### config.mk
export PLATFORM = sky130hd
export DESIGN_NAME = multicycle_control_fsm
export DESIGN_NICKNAME = d
export VERILOG_FILES = /design/src/rtl/multicycle_control_fsm.sv
export SDC_FILE = /design/constraint.sdc
export NUM_CORES = 1
export LEC_CHECK = 0
export CORE_UTILIZATION = 35
export DETAILED_ROUTE_END_ITERATION = 6
export MAX_ROUTING_LAYER = met4
export PLACE_DENSITY = 0.79
export RECOVER_POWER = 25
export SETUP_SLACK_MARGIN = 0.2
export SYNTH_ARGS = -nofsm -noshare
export SYNTH_HDL_FRONTEND = slang
export SYNTH_SLANG_ARGS = --single-unit
### constraint.sdc
create_clock -name clk -period 2.3 [get_ports clk]
set_clock_uncertainty 0.2 [all_clocks]
set_input_delay 0.345 -clock clk [delete_from_list [all_inputs] [get_ports clk]]
set_output_delay 0.345 -clock clk [all_outputs]
set_load 0.01 [all_outputs]
### src/rtl/multicycle_control_fsm.sv
// Main control FSM for a multicycle MIPS-style datapath.
// The state register resets asynchronously; the outputs are Moore-decoded, apart from MemReady-qualified strobes.
module multicycle_control_fsm (
    input  logic       clk,
    input  logic       reset,
    input  logic [5:0] Opcode,
    input  logic [5:0] Funct,
    input  logic       MemReady,
    output logic [1:0] ALUOp,
    output logic [5:0] FunctOut,
    output logic       IorD,
    output logic       IRWrite,
    output logic       MemWrite,
    output logic       PCWrite,
    output logic       RegDst,
    output logic       MemtoReg,
    output logic       RegWrite,
    output logic       ALUSrcA,
    output logic       Branch,
    output logic       BranchNE,
    output logic [1:0] ALUSrcB,
    output logic [1:0] PCSrc,
    output logic       IllegalOp,
    output logic [3:0] State
);

    typedef enum logic [3:0] {
        StFetch  = 4'd0,
        StDecode = 4'd1,
        StMemAdr = 4'd2,
        StMemRd  = 4'd3,
        StMemWb  = 4'd4,
        StMemWr  = 4'd5,
        StRtExe  = 4'd6,
        StRtWb   = 4'd7,
        StBranch = 4'd8,
        StIExe   = 4'd9,
        StIWb    = 4'd10,
        StJump   = 4'd11
    } state_t;

    localparam logic [5:0] OpRType = 6'b000000;
    localparam logic [5:0] OpJ     = 6'b000010;
    localparam logic [5:0] OpBeq   = 6'b000100;
    localparam logic [5:0] OpBne   = 6'b000101;
    localparam logic [5:0] OpAddi  = 6'b001000;
    localparam logic [5:0] OpAddiu = 6'b001001;
    localparam logic [5:0] OpAndi  = 6'b001100;
    localparam logic [5:0] OpOri   = 6'b001101;
    localparam logic [5:0] OpXori  = 6'b001110;
    localparam logic [5:0] OpLw    = 6'b100011;
    localparam logic [5:0] OpSw    = 6'b101011;

    state_t r_state;
    state_t w_next_state;
    logic   w_is_imm;

    assign w_is_imm = (Opcode == OpAddi) || (Opcode == OpAddiu) || (Opcode == OpAndi) ||
                      (Opcode == OpOri)  || (Opcode == OpXori);

    always_ff @(posedge clk or posedge reset) begin
        if (reset) begin
            r_state <= StFetch;
        end else begin
            r_state <= w_next_state;
        end
    end

    always_comb begin
        w_next_state = StFetch;
        ALUOp        = 2'b00;
        FunctOut     = Funct;
        IorD         = 1'b0;
        IRWrite      = 1'b0;
        MemWrite     = 1'b0;
        PCWrite      = 1'b0;
        RegDst       = 1'b0;
        MemtoReg     = 1'b0;
        RegWrite     = 1'b0;
        ALUSrcA      = 1'b0;
        Branch       = 1'b0;
        BranchNE     = 1'b0;
        ALUSrcB      = 2'b00;
        PCSrc        = 2'b00;
        IllegalOp    = 1'b0;

        case (r_state)
            StFetch: begin
                ALUSrcB      = 2'b01;
                IRWrite      = MemReady;
                PCWrite      = MemReady;
                w_next_state = MemReady ? StDecode : StFetch;
            end
            StDecode: begin
                ALUSrcB = 2'b11;
                if ((Opcode == OpLw) || (Opcode == OpSw)) begin
                    w_next_state = StMemAdr;
                end else if (Opcode == OpRType) begin
                    w_next_state = StRtExe;
                end else if ((Opcode == OpBeq) || (Opcode == OpBne)) begin
                    w_next_state = StBranch;
                end else if (w_is_imm) begin
                    w_next_state = StIExe;
                end else if (Opcode == OpJ) begin
                    w_next_state = StJump;
                end else begin
                    IllegalOp    = 1'b1;
                    w_next_state = StFetch;
                end
            end
            StMemAdr: begin
                ALUSrcA = 1'b1;
                ALUSrcB = 2'b10;
                if (Opcode == OpLw) begin
                    w_next_state = StMemRd;
                end else if (Opcode == OpSw) begin
                    w_next_state = StMemWr;
                end else begin
                    w_next_state = StFetch;
                end
            end
            StMemRd: begin
                IorD         = 1'b1;
                w_next_state = MemReady ? StMemWb : StMemRd;
            end
            StMemWb: begin
                MemtoReg = 1'b1;
                RegWrite = 1'b1;
            end
            StMemWr: begin
                IorD         = 1'b1;
                MemWrite     = 1'b1;
                w_next_state = MemReady ? StFetch : StMemWr;
            end
            StRtExe: begin
                ALUSrcA      = 1'b1;
                ALUOp        = 2'b10;
                w_next_state = StRtWb;
            end
            StRtWb: begin
                RegDst   = 1'b1;
                RegWrite = 1'b1;
            end
            StBranch: begin
                ALUSrcA  = 1'b1;
                ALUOp    = 2'b01;
                PCSrc    = 2'b01;
                Branch   = (Opcode == OpBeq);
                BranchNE = (Opcode == OpBne);
            end
            StIExe: begin
                ALUSrcA      = 1'b1;
                ALUSrcB      = 2'b10;
                ALUOp        = 2'b11;
                FunctOut     = Opcode;
                w_next_state = StIWb;
            end
            StIWb: begin
                RegWrite = 1'b1;
            end
            StJump: begin
                PCSrc   = 2'b10;
                PCWrite = 1'b1;
            end
            default: w_next_state = StFetch;
        endcase

        // The state is already FETCH while reset is high; this only masks the MemReady-driven strobes.
        if (reset) begin
            IRWrite   = 1'b0;
            PCWrite   = 1'b0;
            MemWrite  = 1'b0;
            RegWrite  = 1'b0;
            IllegalOp = 1'b0;
        end
    end

    assign State = r_state;

endmodule

After elaboration in Yosys (flattened, before gate mapping)
Index checks and enable logic that the tools add are counted.
W data, S select, Z words.

cells by class
  add/sub/neg operators = 0
  multipliers = 0
  divide/modulo/power cells = 0
  $lt $le $gt $ge = 0
  equal/unequal tests = 21
  shifts and indexed selects = 0
  multiplexer cells = 36
  bitwise gates (word level) = 0
  reductions and logical operators = 12

operators with widths
  cell                  count
  $eq A6 B4 Y1 const B  5
  $pmux W4 S7           1
  $mux W1               21
  $mux W4               5
  $eq A4 B3 Y1 const B  4
  $eq A4 B4 Y1 const B  4
  $eq A6 B3 Y1 const B  2
  $eq A6 B6 Y1 const B  2
  $mux W3               4
  $pmux W2 S3           2
  $eq A4 B2 Y1 const B  2
  $eq A6 B2 Y1 const B  1
  $logic_not A6 Y1      1
  $logic_or A1 B1 Y1    6
  $mux W6               1
  $eq A4 B1 Y1 const B  1
  $logic_not A4 Y1      1
  $pmux W2 S2           1
  $reduce_or A2 Y1      2
  $reduce_or A4 Y1      1
  $reduce_or A3 Y1      1
  $pmux W1 S2           1

word-level totals
  register bits = 4
  latch bits = 0
  memory bits (writable) = 0
  memory bits (read-only) = 0
  input bits = 15
  output and inout port bits = 27
  word-level logic and storage cells = 70
  memories = 0

Depth between registers and ports, before layout
  depth after elaboration = 11
  mapped depth = 6
  gate-level depth less buffers = 4

Worst setup path before layout
Ideal clock, no wire load.

  path type = reg-to-output
  start point = reg r_state[1] (netlist: State[1])
  end point = out IllegalOp
  arrival time = 1.599 ns
  path slack = 0.156 ns
  cell stages (with the launch flop) = 4
  path buffers = 0
  cell sequence = dfrtp_1 -> nand2b_1 -> or4_4 -> nor3b_1

on the way
  word-level cells in the longest chain between the ends = 3

ends and longest elaborated chain
  what                    RTL line  text
  start, declared         54        state_t r_state;
  start signal, assigned  63        r_state <= StFetch;
  start signal, assigned  65        r_state <= w_next_state;
  $eq A4 B1 Y1            87        case (r_state)
  $mux W1                 87
  $mux W1                 169       if (reset) begin
  end, declared           23        output logic IllegalOp,

No other way between the ends.

Worst setup path in the final report
  start point = reg r_state[3] (netlist: State[3])
  end point = out IllegalOp

Same word-level chain as after synthesis.

==> flow_metrics.env <==
export IMPL_first_iter_violations=51
export IMPL_synth_ff_type="dfrtp_1"
export IMPL_critical_path_slowest_cell="or4_4"
export IMPL_final_cell_mix="buf_4 (24), buf_2 (12), buf_6 (11)"
export IMPL_fin_cells=183
export IMPL_die_area_um2=1968
export IMPL_synth_edff_count=0
export IMPL_insertion_delay_ns=0.27
export IMPL_path_clk_slew_ns=0.04
export IMPL_netSwitchingPower_uw=345.4
export IMPL_nets=176
export IMPL_async_reset_ff_share_pct=100.0
export IMPL_power_density_cell_area_nw_per_um2=580.3
export IMPL_dpl_hpwl_um=1980
export IMPL_place_gp_congestion=0.9070
export IMPL_area_delta_synth_final_pct=113.7
export IMPL_n_antenna_cell=0
export IMPL_slew_viol_final=0
export IMPL_clock_sinks=4
export IMPL_syn_area_per_cell_um2=7.057
export IMPL_fillers=94
export IMPL_cts_buffers=3
export IMPL_grt_overflow_total=0
export IMPL_max_vdd_ir_drop_mv=0.5170
export IMPL_placed_area_um2=1259
export IMPL_setup_worst_path_start_class="flop"
export IMPL_io_pins=42
export IMPL_synthesis_nets=104
export IMPL_finalSetupViolCount=0
export IMPL_synth_seq_cells=4
export IMPL_rsz0062_at_grt="true"
export IMPL_holdBufCountCts=0
export IMPL_clockPowerShare_pct=13.7
export IMPL_hold_violations=0
export IMPL_die_h_um=44.36
export IMPL_start_util_pct=39.40
export IMPL_crit_chain="nor2_1 > inv_1 > or4_4 > nor3b_2 > buf_2"
export IMPL_core_region_area_um2=1594
export IMPL_worst_pin_slew_ns=0.2745
export IMPL_drive_gt1_share_pct=50.94
export IMPL_fin_crit_sh_pct=97.35
export IMPL_io_buffers=41
export IMPL_dp_cells=176
export IMPL_wl_per_cell_um=19.11
export IMPL_totalNegativeSetupSlack_ns=0
export IMPL_required_ns=1.75
export IMPL_yosysSeqAreaShare_pct=15.94
export IMPL_track_usage_pct=40.52
export IMPL_final_common_cell="buf_4"
export IMPL_antenna_left=0
export IMPL_max_freq_mhz=446.6
export IMPL_antenna_found_initial=0
export IMPL_leakage_uw=0.0006387
export IMPL_die_x_um=44.36
export IMPL_drt_total_wl_um=3498
export IMPL_yosysWarnings=0
export IMPL_pwr_share_seq_pct=12.6
export IMPL_final_area_um2=1343
export IMPL_outcome="finished clean"
export IMPL_viasPerCell=5.923
export IMPL_swShare_pct=44.34
export IMPL_vias=1084
export IMPL_synth_distinct_cells=33
export IMPL_yosys_top_cells_area="dfrtp_1 (16%), mux2_2 (11%), nor2_1 (7.2%)"
export IMPL_p_int_uw=433.6
export IMPL_end_kind="output port"
export IMPL_syn_instance_count=89
export IMPL_yosys_area_top_type="dfrtp_1"
export IMPL_worstSetupPathType="flop to output port"
export IMPL_cp_slowest_stage_delay_ns=0.43
export IMPL_first_pass_iters=4
export IMPL_h_tree_depth=1
export IMPL_synth_top_cell_area_share_pct=15.94
export IMPL_rows=14
export IMPL_drcViolationCount=0
export IMPL_finalCriticalPeriod_ns=2.239
export IMPL_largest_register_ffs=4
export IMPL_first_global_vias=1092
export IMPL_crit_fanout=3
export IMPL_syn_area_um2=628.1
export IMPL_grt_max_degree=17
export IMPL_slew_headroom_pct=81.56
export IMPL_worstPathArrival_ns=1.69
export IMPL_cts_tree="done"
export IMPL_combPwrFrac_pct=73.7
export IMPL_hp_class="input pin to flop"
export IMPL_clockBufferDepth=2
export IMPL_cap_violations=0
export IMPL_grt_pass1_wl_um=5430
export IMPL_root_buffer="clkbuf_4"
synth_stat cells, drive strengths merged, types with 2 or more instances:
| library cell | number |
|---|---|
| buf | 2 |
| o22ai | 3 |
| inv | 5 |
| nor2b | 2 |
| a21oi | 6 |
| o21ai | 3 |
| nand3 | 2 |
| mux2 | 6 |
| nand2b | 6 |
| dfrtp | 4 |
| nand2 | 4 |
| nor3b | 4 |
| o31ai | 2 |
| clkbuf | 4 |
| nor3 | 6 |
| nor2 | 13 |
| or3b | 2 |
timing repair:
item | in CTS | in global routing
setup buffers | 1 | 3
resized for setup | 98 | 23
setup endpoints to repair | 24 | 17
hold endpoints to repair | 0 | 0
pin swaps | 2 | 4
metal layers:
layer,up-vias,wire [um],GRT usage (%)
met5,-,0,-
met4,0,259,26.67
met3,31,315,10.61
met2,102,1655,69.12
met1,487,1268,40.25
li1,464,-,-
power by group through the flow:
| stage | sequential, uW | combinational (uW) | clock [uW] |
|---|---|---|---|
| 2_1_floorplan | 105 | 217 | 0 |
| 3_5_place_dp | 92.2 | 503 | 0 |
| 3_3_place_gp | 91.2 | 492 | 0 |
| 5_1_grt | 98.8 | 602 | 108 |
| 6_report | 98.0 | 575 | 107 |
| 4_1_cts | 96.2 | 522 | 96.1 |
worst paths after layout:
path                                      endpoint  slack (ns)  depth (start not counted)                from
max in group asynchronous       State[3]$_DFF_PP0_        1.29                          3               reset
worst min-delay path            State[3]$_DFF_PP0_        0.35                          4           Opcode[0]
min in group asynchronous       State[2]$_DFF_PP0_        0.40                          3               reset
worst max-delay path                     IllegalOp        0.06                          5  State[3]$_DFF_PP0_
worst max register to register  State[1]$_DFF_PP0_        0.40                          6  State[0]$_DFF_PP0_
worst min register to register  State[2]$_DFF_PP0_        0.46                          3  State[2]$_DFF_PP0_
cell type report:
type                    instances  area, um^2  share of cell area (%)
inverters                       5       18.77                   1.398
multi-input cells              74       578.1                   43.06
repair buffers                 73       593.1                   44.18
well taps                      24       30.03                   2.237
flip-flops and latches          4       100.1                   7.456
clock buffers                   3       22.52                   1.678
kinds of logic after synthesis:
logic type / after synthesis / synth area share (%)
XOR/XNOR: 1 / 1.395
multiplexers: 7 / 12.35
AO/OA/AOI/OAI: 20 / 21.32
flip-flops: 4 / 15.94
buffers and inverters: 11 / 6.972
AND/OR/NAND/NOR: 46 / 42.03
metrics by stage:
step | setup WS [ns] | power [uW] | util, % | hold WS (ns)
6_report | 0.06106 | 779.1 | 84.22 | 0.3529
2_1_floorplan | 0.2031 | 322.4 | - | -0.07505
3_5_place_dp | -0.6273 | 595.7 | 78.96 | 0.4086
4_1_cts | 0.06150 | 714.3 | 86.19 | 0.2440
5_1_grt | 0.04574 | 809.0 | 84.22 | 0.3745
3_3_place_gp | -0.5513 | 582.8 | 78.96 | 0.4058
critical path, delay by kind of cell, from the launching register on:
kind | cells | cell delay [ns]
and+or+nand+nor | 3 | 0.79
DFF | 1 | 0.41
buffers and inverters | 2 | 0.24
Power figures use the tool's default switching activity.
